===== src/rtl/alu_exec_unit.sv =====
// alu_exec_unit: valid/ready integer execute unit with single-cycle logic/arith ops and bit-serial shifts
module alu_exec_unit #(
  parameter int WIDTH = 32,
  parameter int SHW = 5
) (
  input  logic             clk,
  input  logic             reset,
  input  logic             in_valid,
  output logic             in_ready,
  input  logic [4:0]       ALUControl,
  input  logic [WIDTH-1:0] SrcA,
  input  logic [WIDTH-1:0] SrcB,
  output logic             out_valid,
  input  logic             out_ready,
  output logic [WIDTH-1:0] ALUResult,
  output logic             Zero,
  output logic             illegal
);
  typedef enum logic [1:0] {IDLE, SHIFT, DONE} state_t;
  state_t state, state_n;
  logic [WIDTH-1:0] acc, acc_sh, alu_res;
  logic [SHW-1:0] cnt, shamt;
  logic left, arith, is_shift, bad, accept, go_shift, last;
  assign shamt = SrcB[SHW-1:0];
  assign is_shift = ALUControl == 5'd7 || ALUControl == 5'd10 || ALUControl == 5'd11;
  assign in_ready = state == IDLE;
  assign out_valid = state == DONE;
  assign accept = in_ready && in_valid;
  assign go_shift = is_shift && shamt != '0;
  assign last = cnt == SHW'(1);
  assign acc_sh = left ? {acc[WIDTH-2:0], 1'b0} : {arith & acc[WIDTH-1], acc[WIDTH-1:1]};
  always_comb begin
    alu_res = '0;
    bad = 1'b0;
    case (ALUControl)
      5'd0, 5'd8: alu_res = SrcA + SrcB;
      5'd1: alu_res = SrcA - SrcB;
      5'd2: alu_res = SrcA & SrcB;
      5'd3: alu_res = SrcA | SrcB;
      5'd4: alu_res = SrcA ^ SrcB;
      5'd5: alu_res = {{(WIDTH-1){1'b0}}, $signed(SrcA) < $signed(SrcB)};
      5'd6: alu_res = {{(WIDTH-1){1'b0}}, SrcA < SrcB};
      5'd7, 5'd10, 5'd11: alu_res = SrcA;
      5'd9: alu_res = SrcB;
      default: bad = 1'b1;
    endcase
  end
  always_comb begin
    state_n = state;
    case (state)
      IDLE: state_n = in_valid ? (go_shift ? SHIFT : DONE) : IDLE;
      SHIFT: state_n = last ? DONE : SHIFT;
      DONE: state_n = out_ready ? IDLE : DONE;
      default: state_n = IDLE;
    endcase
  end
  always_ff @(posedge clk)
    if (reset) state <= IDLE;
    else state <= state_n;
  always_ff @(posedge clk) begin
    if (reset) begin
      acc <= '0;
      cnt <= '0;
      left <= 1'b0;
      arith <= 1'b0;
      ALUResult <= '0;
      Zero <= 1'b1;
      illegal <= 1'b0;
    end else if (accept) begin
      acc <= SrcA;
      cnt <= shamt;
      left <= ALUControl == 5'd7;
      arith <= ALUControl == 5'd11;
      illegal <= bad;
      if (!go_shift) begin
        ALUResult <= alu_res;
        Zero <= alu_res == '0;
      end
    end else if (state == SHIFT) begin
      acc <= acc_sh;
      cnt <= cnt - SHW'(1);
      if (last) begin
        ALUResult <= acc_sh;
        Zero <= acc_sh == '0;
      end
    end
  end
endmodule


===== config.mk =====
export PLATFORM = sky130hd
export DESIGN_NAME = alu_exec_unit
export DESIGN_NICKNAME = d
export VERILOG_FILES = /design/src/rtl/alu_exec_unit.sv
export SDC_FILE = /design/constraint.sdc
export NUM_CORES = 1
export LEC_CHECK = 0
export BUFFER_PORTS_ARGS = -buffer_cell sky130_fd_sc_hd__buf_2
export CAP_MARGIN = 10
export CORE_ASPECT_RATIO = 1.4
export CORE_UTILIZATION = 61
export DETAILED_ROUTE_END_ITERATION = 7
export GPL_TIMING_DRIVEN = 0
export PLACE_DENSITY = 0.85
export SYNTH_ARGS = -nofsm -noshare
export SYNTH_HDL_FRONTEND = slang
export SYNTH_SLANG_ARGS = --single-unit
export TNS_END_PERCENT = 1

===== constraint.sdc =====
create_clock -name clk -period 4.28 [get_ports clk]
set_input_delay 0.642 -clock clk [delete_from_list [all_inputs] [get_ports clk]]
set_output_delay 0.642 -clock clk [all_outputs]
set_load 0.02 [all_outputs]

### After elaboration in Yosys (flattened, before gate mapping)

Cells that the tools add are included.

* bits in registers: 75
* output and inout port bits: 36

* equal/unequal tests: 15
* $add $sub $neg: 3
* bitwise gates (word level): 4
* muxes and demuxes: 20
* reduce and logical (&&, ||, !) cells: 15
* order comparisons: 2

Operators by type and width (number)
* $pmux W32 S9: 1
* $mux W32: 7
* $logic_not A32 Y1: 2
* $lt A32 B32 Y1: 2
* $add A32 B32 Y32: 1
* $and A32 B32 Y32: 1
* $or A32 B32 Y32: 1
* $sub A32 B32 Y32: 1
* $xor A32 B32 Y32: 1
* $eq A5 B3 Y1 const B: 4
* $eq A5 B4 Y1 const B: 4
* $reduce_or A12 Y1: 1
* $eq A5 B1 Y1 const B: 2
* $eq A5 B2 Y1 const B: 2
* $mux W5: 2
* $mux W2: 4
* $pmux W2 S3: 1
* $logic_not A5 Y1: 1
* $mux W1: 5
* $reduce_bool A5 Y1: 1
* $sub A5 B1 Y5 const B: 1
* $reduce_bool A2 Y1: 2
* $reduce_and A3 Y1: 1
* $reduce_or A3 Y1: 1
* 8 further kinds: 10

### Logic depth before layout (Yosys ltp)

Gate-level depths: netlist (run 1).

* word-level depth: 7
* gate-level depth with buffers: 14

### Worst setup path before layout (run 1)

No wires, ideal clock.

* path type: input to register
* from: input port SrcA[0]
* to: register Zero
* arrival: 3377 ps
* library setup time: 115 ps
* cell stages on the path: 13
* data required time: 4165 ps
* slack: 787 ps
* cell sequence: ha_1 -> fa_1 -> a211o_1 -> a221oi_2 -> o211ai_2 -> a21boi_2 -> o21ai_1 -> or3_1 -> a32oi_1 -> nor4_1 -> and4_1 -> and3_1 -> a31o_1

* cells in the longest elaborated chain, start to end: 5
* elaborated cells between the ends (all ways): 11
* those cells by class: 2 x add/sub; 2 x order compare; 3 x mux; 3 x bitwise; 1 x reduce/logical

Ends and longest elaborated chain
* start, declared: line 11 `input logic [WIDTH-1:0] SrcA,`
* $sub A32 B32 Y32 (tied with other cells): line 37 `5'd1: alu_res = SrcA - SrcB;`
* $pmux W32 S9 (*): line 35 `case (ALUControl)`
* $logic_not A32 Y1 (*): line 77 `Zero <= alu_res == '0;`
* $mux W1 (*): line 75 `if (!go_shift) begin`
* $mux W1 (*): line 69 `end else if (accept) begin`
* end signal, assigned: line 67 `Zero <= 1'b1;`
* end signal, assigned: line 77
* end signal, assigned: line 84 `Zero <= acc_sh == '0;`
* end, declared: line 16 `output logic Zero,`

Every way passes the cells marked *; elsewhere a longest branch is shown, timed or not. The select of a mux whose other input is x is not followed.
A chain may end at the register's enable or synchronous reset.

### Worst setup path in the final report (run 1)

Ends and elaborated chain as after synthesis.

==> results of run 1 <==
[flip-flops by register name (all words and copies together) (netlist names)]
signal	cells
state	2
Zero	1
cnt	5
arith	1
illegal	1
left	1
acc	32
ALUResult	32
[power breakdown]
part / internal (mW) / switching [mW] / total [mW]
logic: 0.393 / 0.824 / 1.22
registers: 0.748 / 0.0383 / 0.786
clock network: 0.449 / 0.311 / 0.760
total: 1.59 / 1.17 / 2.76
[per-stage QoR]
step / hold slack [ns] / setup WS, ns / power, mW / setup TNS (ns)
after floorplan: 0.432 / 0.787 / 1.55 / 0
after global placement: 0.437 / -0.571 / 1.92 / -0.829
after detailed placement: 0.443 / -0.512 / 1.94 / -0.726
after CTS: 0.453 / 0.0826 / 2.68 / 0
after global routing: 0.473 / 0.0779 / 2.85 / 0
final: 0.449 / 0.0195 / 2.76 / 0
[final cells by class]
class                           instances  area [sq um]  area share, %
Buffer                                 98           433           4.03
Clock buffer                            9           225           2.10
Clock inverter                          6          66.3          0.618
Inverter                              101           379           3.53
Multi-Input combinational cell       1077          7350           68.4
Sequential cell                        75          1500           14.0
Tap cell                              192           240           2.24
Timing Repair Buffer                  108           543           5.06
[per-layer routing]
layer / vias up / GRT usage, % / part of all wire (%) / wire length, microns
li1: 5281 / - / - / -
met1: 5532 / 58.0 / 34 / 14500
met2: 950 / 82.2 / 43 / 18200
met3: 344 / 10.3 / 12 / 4950
met4: 0 / 47.8 / 11 / 4620
met5: - / 0 / 0 / 0
[tightest hold or removal path: stages (launching register included)]
cell and delay, ns:
dfxtp_1 0.31, nand2_1 0.05, a21oi_1 0.05
[kinds of logic (layout without fill, tap and decap cells)]
| kind of cell | count (synthesis) | after routing | synth area share [%] |
|---|---|---|---|
| and+or+nand+nor | 447 | 447 | 21.9 |
| AOI/OAI and AO/OA | 492 | 492 | 37.0 |
| adders and majority gates | 100 | 100 | 13.2 |
| DFF | 75 | 75 | 15.6 |
| xor gates and xnor gates | 3 | 3 | 0.274 |
| buffers and inverters | 199 | 322 | 8.45 |
| muxes | 35 | 35 | 3.66 |
[Yosys cell counts, drive strengths merged, types with 8 or more instances]
library cell and instances:
nor2 136, nand2 134, a21oi 125, inv 101
ha 98, dfxtp 75, clkbuf 56, o21ai 50
o211ai 46, buf 42, a221oi 40, mux2i 34
nand3 31, nor3 29, a211oi 27, nand4 21
a22oi 20, a21o 18, nor4 17, a31oi 15
and2 15, nand2b 13, o31ai 13, nor2b 12
a221o 11, a211o 10, a2111oi 9, o22ai 9
o31a 9, a22o 8, o221ai 8
[worst max path at each step]
| stage | slack (ns) | depth (start not counted) | startpoint | end |
|---|---|---|---|---|
| 6_report | 0.02 | 15 | SrcA[0] | Zero |
| 5_1_grt | 0.08 | 13 | ALUControl[3] | Zero |
| 4_1_cts | 0.08 | 15 | SrcA[0] | Zero |
| 3_3_place_gp | -0.57 | 15 | SrcA[0] | Zero |
| 2_1_floorplan | 0.79 | 13 | SrcA[0] | Zero |
| 3_5_place_dp | -0.51 | 15 | SrcA[0] | Zero |
[timing repair]
action	CTS	global route
hold buffers	0	0
gates resized for setup	3	6
buffers inserted	0	1
endpoints found under the setup margin	1	1
pin swaps	0	3
==> impl_metrics.tcl, run 1 <==
set metrics [dict create \
    required_ns 4.52 \
    rows 53 \
    synth_top_cell_by_area "dfxtp_1" \
    crit_path_start_kind "input port" \
    gp_congestion 1.06 \
    core_area_sq_um 15200 \
    ys_seq_area_share_pct 15.6 \
    post-dp-hpwl_microns 32400 \
    num_io_pins 109 \
    first_pass_iters 6 \
    grt.total_usage_pct 51.9 \
    die_h_microns 150 \
    routedWlPerCell_microns 25.3 \
    critPathBufInv 2 \
    cts-root-buf "clkbuf_16" \
    worstSetupPathType "in2reg" \
    finalHoldViolCount 0 \
    port_buffers 107 \
    final_cell_mix "buf_2 (135), nor2_1 (134), nand2_1 (134)" \
    grt-ovfl-total 0 \
    numCtsBuffers 9 \
    slowest_delay_ns 0.48 \
    htree_levels 3 \
    syn_inst 1351 \
    yosysTopAreaCellShare_pct 15.6 \
    async_flop_share_pct 0 \
    critical-path-top-delay-family "compound AO/OA/AOI/OAI gates" \
    synthDistinctLibCells 90 \
    hold_path_end "ALUResult[10]" \
    synth_enable_flop_cells 0 \
    path_cells "buf_2 -> inv_1 -> ha_1 -> fa_1 -> o21bai_2 -> o211ai_2 -> a211oi_1 -> o311ai_1 -> or3_1 -> o2111a_1 -> a31oi_1 -> nor4_1 -> and4_1 -> and3_1 -> a31o_1" \
    final_core_util_pct 70.7 \
    synth_area_sq_um 9610 \
    end_kind "flop" \
    avgViaCountPerCell 7.27 \
    clock_latency_ns 0.34 \
    die_area_sq_um 16300 \
    grt_pass1_vias 11500 \
    grt_pass1_wl_microns 62900 \
    placed_area_sq_um 10400 \
    skew_ns 0.00858 \
    num-nets-final 1643 \
    crit_arrival_ns 4.50 \
    synth-seq-cells 75 \
    timing.final.crit_share_pct 99.5 \
    grt_max_degree 14 \
    clkTransAtPathRegs_ns 0.06 \
    setup_viol 0 \
    synth_area_leaders "dfxtp_1 (16%), ha_1 (13%), a21oi_1 (6.5%)" \
    timing.rr.start "cnt[0]" \
    drive_gt1_share_pct 13.1 \
    yosysWarnings 0 \
    cts_buffer_depth 2 \
    drt-total-wl_microns 42200 \
    crit_slowest_cell "a211oi_1" \
    cap_violations 0 \
    max_freq_mhz 235 \
    n_fill_cell 1320 \
    powerDensity_nw_per_um2 257 \
    drt_iter0_markers 1594 \
    relSlewSlack_pct 24.6 \
    ir_drop_mv 0.336 \
    layout.cells.non_filler 1666 \
    final_cell_area_sq_um 10700 \
    r2r_slack_ns 1.04 \
    antenna_found_initial 0 \
    leakage_nw 4.53 \
    grt_setup_unrepaired "false" \
    vias 12100 \
    remaining_drc_errors 0 \
    syn_nets 1524 \
    min_path_cells 2 \
    area_growth_pct 11.8 \
    dp.cells 1650 \
    synth-main-ff-cell "dfxtp_1" \
    initial_core_util_pct 63.3 \
    fin_crit_ns 4.26 \
    worst-slew-pin-transition_ns 1.12 \
    r2r-end "Zero" \
    layout_commonest_cell "buf_2" \
    finalMaxSlewViolations 0 \
    cts_tree "done" \
    diodes 0 \
    ant_nets 0 \
    syn_avg_cell_area_sq_um 7.11 \
    status "finished clean" \
    worstPathMaxFanout 5 \
    clkSinkCount 75 \
    min_from "ALUResult[10]" \
    die_x_microns 108 \
    r2r_cells 10 \
    hold_class "reg2reg" \
]
(Power assumes the default switching activity.)
==> run 2, diff against run 1 <==
- ABC_AREA: not set -> 1
- CORE_UTILIZATION: 61 -> 62
==> run 2 against run 1 <==
Net effect: clock power up 2%; maximum frequency up 15%; die area up 13%; non-clock buffer count down 17; highest routed layer is now met5.
==> impl_metrics.tcl, run 2 <==
set metrics [dict create \
    status "finished clean" \
    cts_setup_buffers 0 \
    syn_nets 2222 \
    cts-root-buf "clkbuf_16" \
    skew_ns 0.00879 \
    regArea_sq_um 1500 \
    worstPathMaxFanout 8 \
    synthAdderAreaFrac_pct 11.4 \
    synth_compound_area_share_pct 15.8 \
    drt_iter0_markers 1726 \
    critical-path-top-delay-family "simple AND/OR/NAND/NOR gates" \
    end_kind "flop" \
    finalMaxSlewViolations 0 \
    ys_seq_area_share_pct 13.6 \
    crit_start "SrcA[11]" \
    synth_top_family_by_area "simple AND/OR/NAND/NOR gates" \
    die_x_microns 115 \
    n_fill_cell 1768 \
    final_cell_mix "nand2_1 (671), inv_1 (379), nor2_1 (171)" \
    critPathBufInv 4 \
    yosysMostFrequentCell "nand2_1" \
    grt_max_degree 12 \
    crit_path_start_kind "input port" \
    pre_cts_slack_ns 0.761 \
    required_ns 4.56 \
    layout_commonest_cell "nand2_1" \
    cts_buffer_depth 2 \
    synth_area_sq_um 11100 \
    synth.top_cells.by_count "nand2_1 (671), inv_1 (379), nor2_1 (171)" \
    reg_top3 "ALUResult x32, acc x32, cnt x5" \
    clock_latency_ns 0.35 \
    drt-total-wl_microns 46900 \
    core_area_sq_um 17400 \
    timing.hold.ws_ns 0.474 \
    die_area_sq_um 18400 \
    setup_tns_ns 0 \
    synth-seq-cells 75 \
    syn_inst 2049 \
    worstSetupPathType "in2reg" \
    synth_top_cell_by_area "nand2_1" \
    placed_area_sq_um 11900 \
    worst-slew-pin-transition_ns 0.875 \
    remaining_drc_errors 0 \
    grt_setup_unrepaired "false" \
    leakage_nw 6.96 \
    multiInputGateArea_sq_um 7650 \
    synth-xor-area-share_pct 0.396 \
    crit_slowest_cell "nor2_1" \
    cts_hold_buffers 0 \
    clkSinkCount 75 \
    post-dp-hpwl_microns 36900 \
    path_common_cell "nand2_1" \
    avgViaCountPerCell 5.95 \
    cts_resized 0 \
    grt_pass1_vias 13500 \
    ir_drop_mv 0.410 \
    grt.total_usage_pct 51.2 \
    grt-ovfl-total 0 \
    yosysWarnings 0 \
    gp_congestion 1.16 \
    synth_enable_flop_cells 0 \
    crit_arrival_ns 4.00 \
    relSlewSlack_pct 41.5 \
    yosys.area_share.simple_pct 41.4 \
    first_pass_iters 7 \
    cap_violations 0 \
    vias 14300 \
    fin_crit_ns 3.71 \
    ant_nets 0 \
    synth.mux.area_fraction_pct 0.0904 \
    setup_viol 0 \
    num_io_pins 109 \
    port_buffers 108 \
    async_flop_share_pct 0 \
    htree_levels 3 \
    finalHoldViolCount 0 \
    hold_class "reg2reg" \
    rows 57 \
    powerDensity_nw_per_um2 245 \
    synthDistinctLibCells 46 \
    final_cell_area_sq_um 12200 \
    routedWlPerCell_microns 19.5 \
    layout_setup_ws_ns 0.569 \
    grt_pass1_wl_microns 70500 \
    min_from "illegal" \
    num-nets-final 2341 \
    path_cells "buf_2 -> inv_1 -> ha_1 -> buf_2 -> nand2_1 -> nor2_1 -> nand2_1 -> inv_1 -> nand2_1 -> nand2_1 -> nand2_1 -> nand3_1 -> nand3_1 -> nor2_1 -> nand3_1 -> nor2_1 -> nand4_1 -> nand2_1 -> nand2_1 -> nand2_1" \
    clkTransAtPathRegs_ns 0.05 \
    initial_core_util_pct 63.6 \
    final_core_util_pct 70.1 \
    synth-main-ff-cell "dfxtp_1" \
    synth_area_leaders "nand2_1 (23%), dfxtp_1 (14%), inv_1 (13%)" \
    diodes 0 \
    timing.final.crit_share_pct 86.7 \
    drive_gt1_share_pct 10.3 \
    numCtsBuffers 9 \
    timing.rr.start "left" \
    cts_tree "done" \
    die_h_microns 160 \
    slowest_delay_ns 0.62 \
    syn_avg_cell_area_sq_um 5.40 \
    max_freq_mhz 269 \
    yosysTopAreaCellShare_pct 22.8 \
    area_growth_pct 10.2 \
    antenna_found_initial 1 \
]
## run 2: path summary, 6_finish.rpt
path	to	slack [ns]	depth (start not counted)
worst max-delay path	Zero	0.57	20
worst min-delay path	illegal	0.47	2
worst max register to register	Zero	1.62	9
worst min register to register	illegal	0.47	2
## run 2: area by class of cell
class / count / share of cell area [%]
well taps: 236 / 2.42
multi-input cells: 1504 / 62.7
flip-flops and latches: 75 / 12.3
inverters: 389 / 12.0
plain buffers: 81 / 3.74
repair buffers: 108 / 4.43
clock inverters: 2 / 0.287
clock buffers: 13 / 2.13
## run 2: metal layers
metal  GRT usage, %  up-vias  share of wire (%)
met5              0        -              0.040
met4           43.3        2                9.7
met3           15.2      293                 14
met2           79.5     1065                 43
met1           56.7     6277                 33
li1               -     6689                  -
## run 2: tightest hold or removal path: cells and delay by family, from the launching register on
| family | cells | cell delay [ns] |
|---|---|---|
| DFF | 1 | 0.31 |
| and+or+nand+nor | 1 | 0.06 |
| AOI/OAI and AO/OA | 1 | 0.06 |
## run 2: through the flow
stage                     instances  power [mW]
after global placement         2393        2.12
after global routing           2408        3.11
after CTS                      2408        2.89
after floorplan                2049        1.71
final                          2408        2.98
after detailed placement       2393        2.14
## run 2: kinds of logic (layout without fill, tap and decap cells)
family | Yosys count | count (layout)
AO/OA/AOI/OAI | 306 | 306
XOR/XNOR | 5 | 5
adder cells (fa/ha/maj) | 100 | 100
buffers and inverters | 470 | 593
flip-flops | 75 | 75
multiplexers | 1 | 1
AND/OR/NAND/NOR | 1092 | 1092
## run 2: where the power goes
group / switching [mW] / internal (mW) / total [mW]
logic: 0.997 / 0.413 / 1.41
clock network: 0.292 / 0.479 / 0.772
registers: 0.0409 / 0.763 / 0.804
total: 1.33 / 1.66 / 2.98
==> run 3, diff against run 2 <==
- CORE_MARGIN: not set -> 4
- CORE_UTILIZATION: 62 -> 56
- PLACE_DENSITY: 0.85 -> 0.81
- clock period: 4.28 -> 3.26 ns (I/O delays scaled with it)
==> run 3 against run 2 <==
Net effect: power grew 35%; clock-buffer cell count shrank 2; clock skew grew 0.0024 ns; global-route usage shrank 10 points; sequential power grew 31%; critical path depth grew 1; register-to-register slack lost 1.0 ns; critical endpoint unchanged.
==> impl_metrics.tcl, run 3 (synthesis gave the netlist of run 2 again) <==
set metrics [dict create \
    status "finished clean" \
    numCtsBuffers 9 \
    crit_path_start_kind "input port" \
    timing.final.crit_share_pct 95.2 \
    wl_met2_microns 21500 \
    drt-total-wl_microns 47200 \
    ir_drop_mv 0.680 \
    num-nets-final 2341 \
    die_x_microns 127 \
    remaining_drc_errors 0 \
    final_cell_mix "nand2_1 (671), inv_1 (379), nor2_1 (171)" \
    critical_path_cell_count 21 \
    skew_ns 0.0112 \
    clkTransAtPathRegs_ns 0.06 \
    leakage_nw 6.99 \
    finalMaxSlewViolations 0 \
    hold_class "in2reg" \
    layout.cells.non_filler 2421 \
    initial_core_util_pct 57.2 \
    drt_iter0_markers 1463 \
    diodes 0 \
    rows 60 \
    vias 14100 \
    post-dp-hpwl_microns 39000 \
    pre_cts_slack_ns -0.0882 \
    required_ns 3.55 \
    grt_setup_unrepaired "false" \
    first_pass_iters 8 \
    port_buffers 108 \
    core_area_sq_um 19400 \
    grt_pass1_vias 13300 \
    wl_met1_microns 16400 \
    routedWlPerCell_microns 19.5 \
    crit_slowest_cell "nor2_1" \
    area_growth_pct 10.8 \
    drive_gt1_share_pct 10.4 \
    worstSetupPathType "in2reg" \
    total_power_mw 4.04 \
    clock_latency_ns 0.35 \
    critical-path-top-delay-family "simple AND/OR/NAND/NOR gates" \
    grt-ovfl-total 0 \
    worstPathMaxFanout 8 \
    gp_congestion 1.07 \
    cts_buffer_depth 2 \
    layout_setup_ws_ns 0.155 \
    cts-root-buf "clkbuf_16" \
    layout_commonest_cell "nand2_1" \
    clkSinkCount 75 \
    htree_levels 3 \
    worst-slew-pin-transition_ns 0.855 \
    min_path_cells 4 \
    critPathBufInv 4 \
    finalHoldViolCount 0 \
    reg_top3 "ALUResult x32, acc x32, cnt x5" \
    powerDensity_nw_per_um2 329 \
    path_cells "buf_2 -> inv_1 -> ha_1 -> buf_4 -> nand2_1 -> nand2_1 -> inv_1 -> nand2_1 -> nand2_1 -> nand3_1 -> nand2_1 -> nand2_1 -> a21oi_1 -> nand3_1 -> nor2_1 -> nand3_1 -> nor2_1 -> nand4_1 -> nand2_1 -> nand2_1 -> nand2_1" \
    num_io_pins 109 \
    die_h_microns 174 \
    cap_violations 0 \
    relSlewSlack_pct 42.8 \
    grt_max_degree 13 \
    grt_pass1_wl_microns 70500 \
    avgViaCountPerCell 5.84 \
    end_kind "flop" \
    crit_arrival_ns 3.39 \
    fin_crit_ns 3.11 \
    slowest_delay_ns 0.30 \
    dp.cells 2405 \
    top_layer "met4" \
    wl_met3_microns 5170 \
    setup_viol 0 \
    cts_hold_buffers 0 \
    max_freq_mhz 322 \
    antenna_found_initial 1 \
    ant_nets 0 \
    path_common_cell "nand2_1" \
    n_fill_cell 2017 \
    cts_tree "done" \
    die_area_sq_um 22100 \
    r2r_cells 9 \
    grt.total_usage_pct 41.2 \
]
[run 3: cell types whose count changed in the layout (fill, tap and decap cells not counted), sizes merged]
cell	before	now
bufinv	1	3
clkbuf	46	44
clkinv	1	2
[run 3: what timing repair did]
| action | CTS | global route |
|---|---|---|
| gates resized for setup | 0 | 1 |
| setup endpoints to repair | 0 | 1 |
| buffers inserted | 0 | 0 |
[run 3: final cells by class]
class	count	area (sq um)	share of cell area [%]
multi-input cells	1504	7660	62.4
flip-flops and latches	75	1500	12.2
inverters	389	1460	11.9
repair buffers	108	541	4.41
plain buffers	81	457	3.72
well taps	248	310	2.53
clock buffers	11	243	1.98
clock inverters	5	100	0.816
[run 3: worst min-delay path: stages]
cell and delay, ns:
buf_2 0.07, inv_1 0.03, nand2_1 0.06, a21oi_1 0.06
[run 3: worst paths after layout]
kind | slack [ns] | startpoint | to
min reg2reg | 0.48 | ALUResult[0] | ALUResult[0]
max | 0.15 | SrcB[4] | Zero
min | 0.42 | out_ready | state[1]
max reg2reg | 0.60 | left | Zero
[run 3: where the power goes]
group	switching [mW]	internal [mW]
clock	0.381	0.766
combinational	1.30	0.543
sequential	0.0513	1.00
total	1.73	2.31
[run 3: through the flow]
step | area, sq um | hold WS [ns] | utilization (%) | TNS [ns]
finish | 12300 | 0.415 | 63.3 | 0
detailed placement | 11900 | 0.467 | 61.5 | -0.0882
CTS | 12300 | 0.419 | 63.3 | 0
global placement | 11900 | 0.454 | 61.5 | -0.0155
floorplan | 11100 | 0.468 | - | 0
global route | 12300 | 0.432 | 63.3 | 0
[run 3: metal layers]
metal	global-route usage, %	vias up
met1	47.7	6312
met4	28.8	0
li1	-	6691
met5	0	-
met3	6.49	244
met2	68.5	886
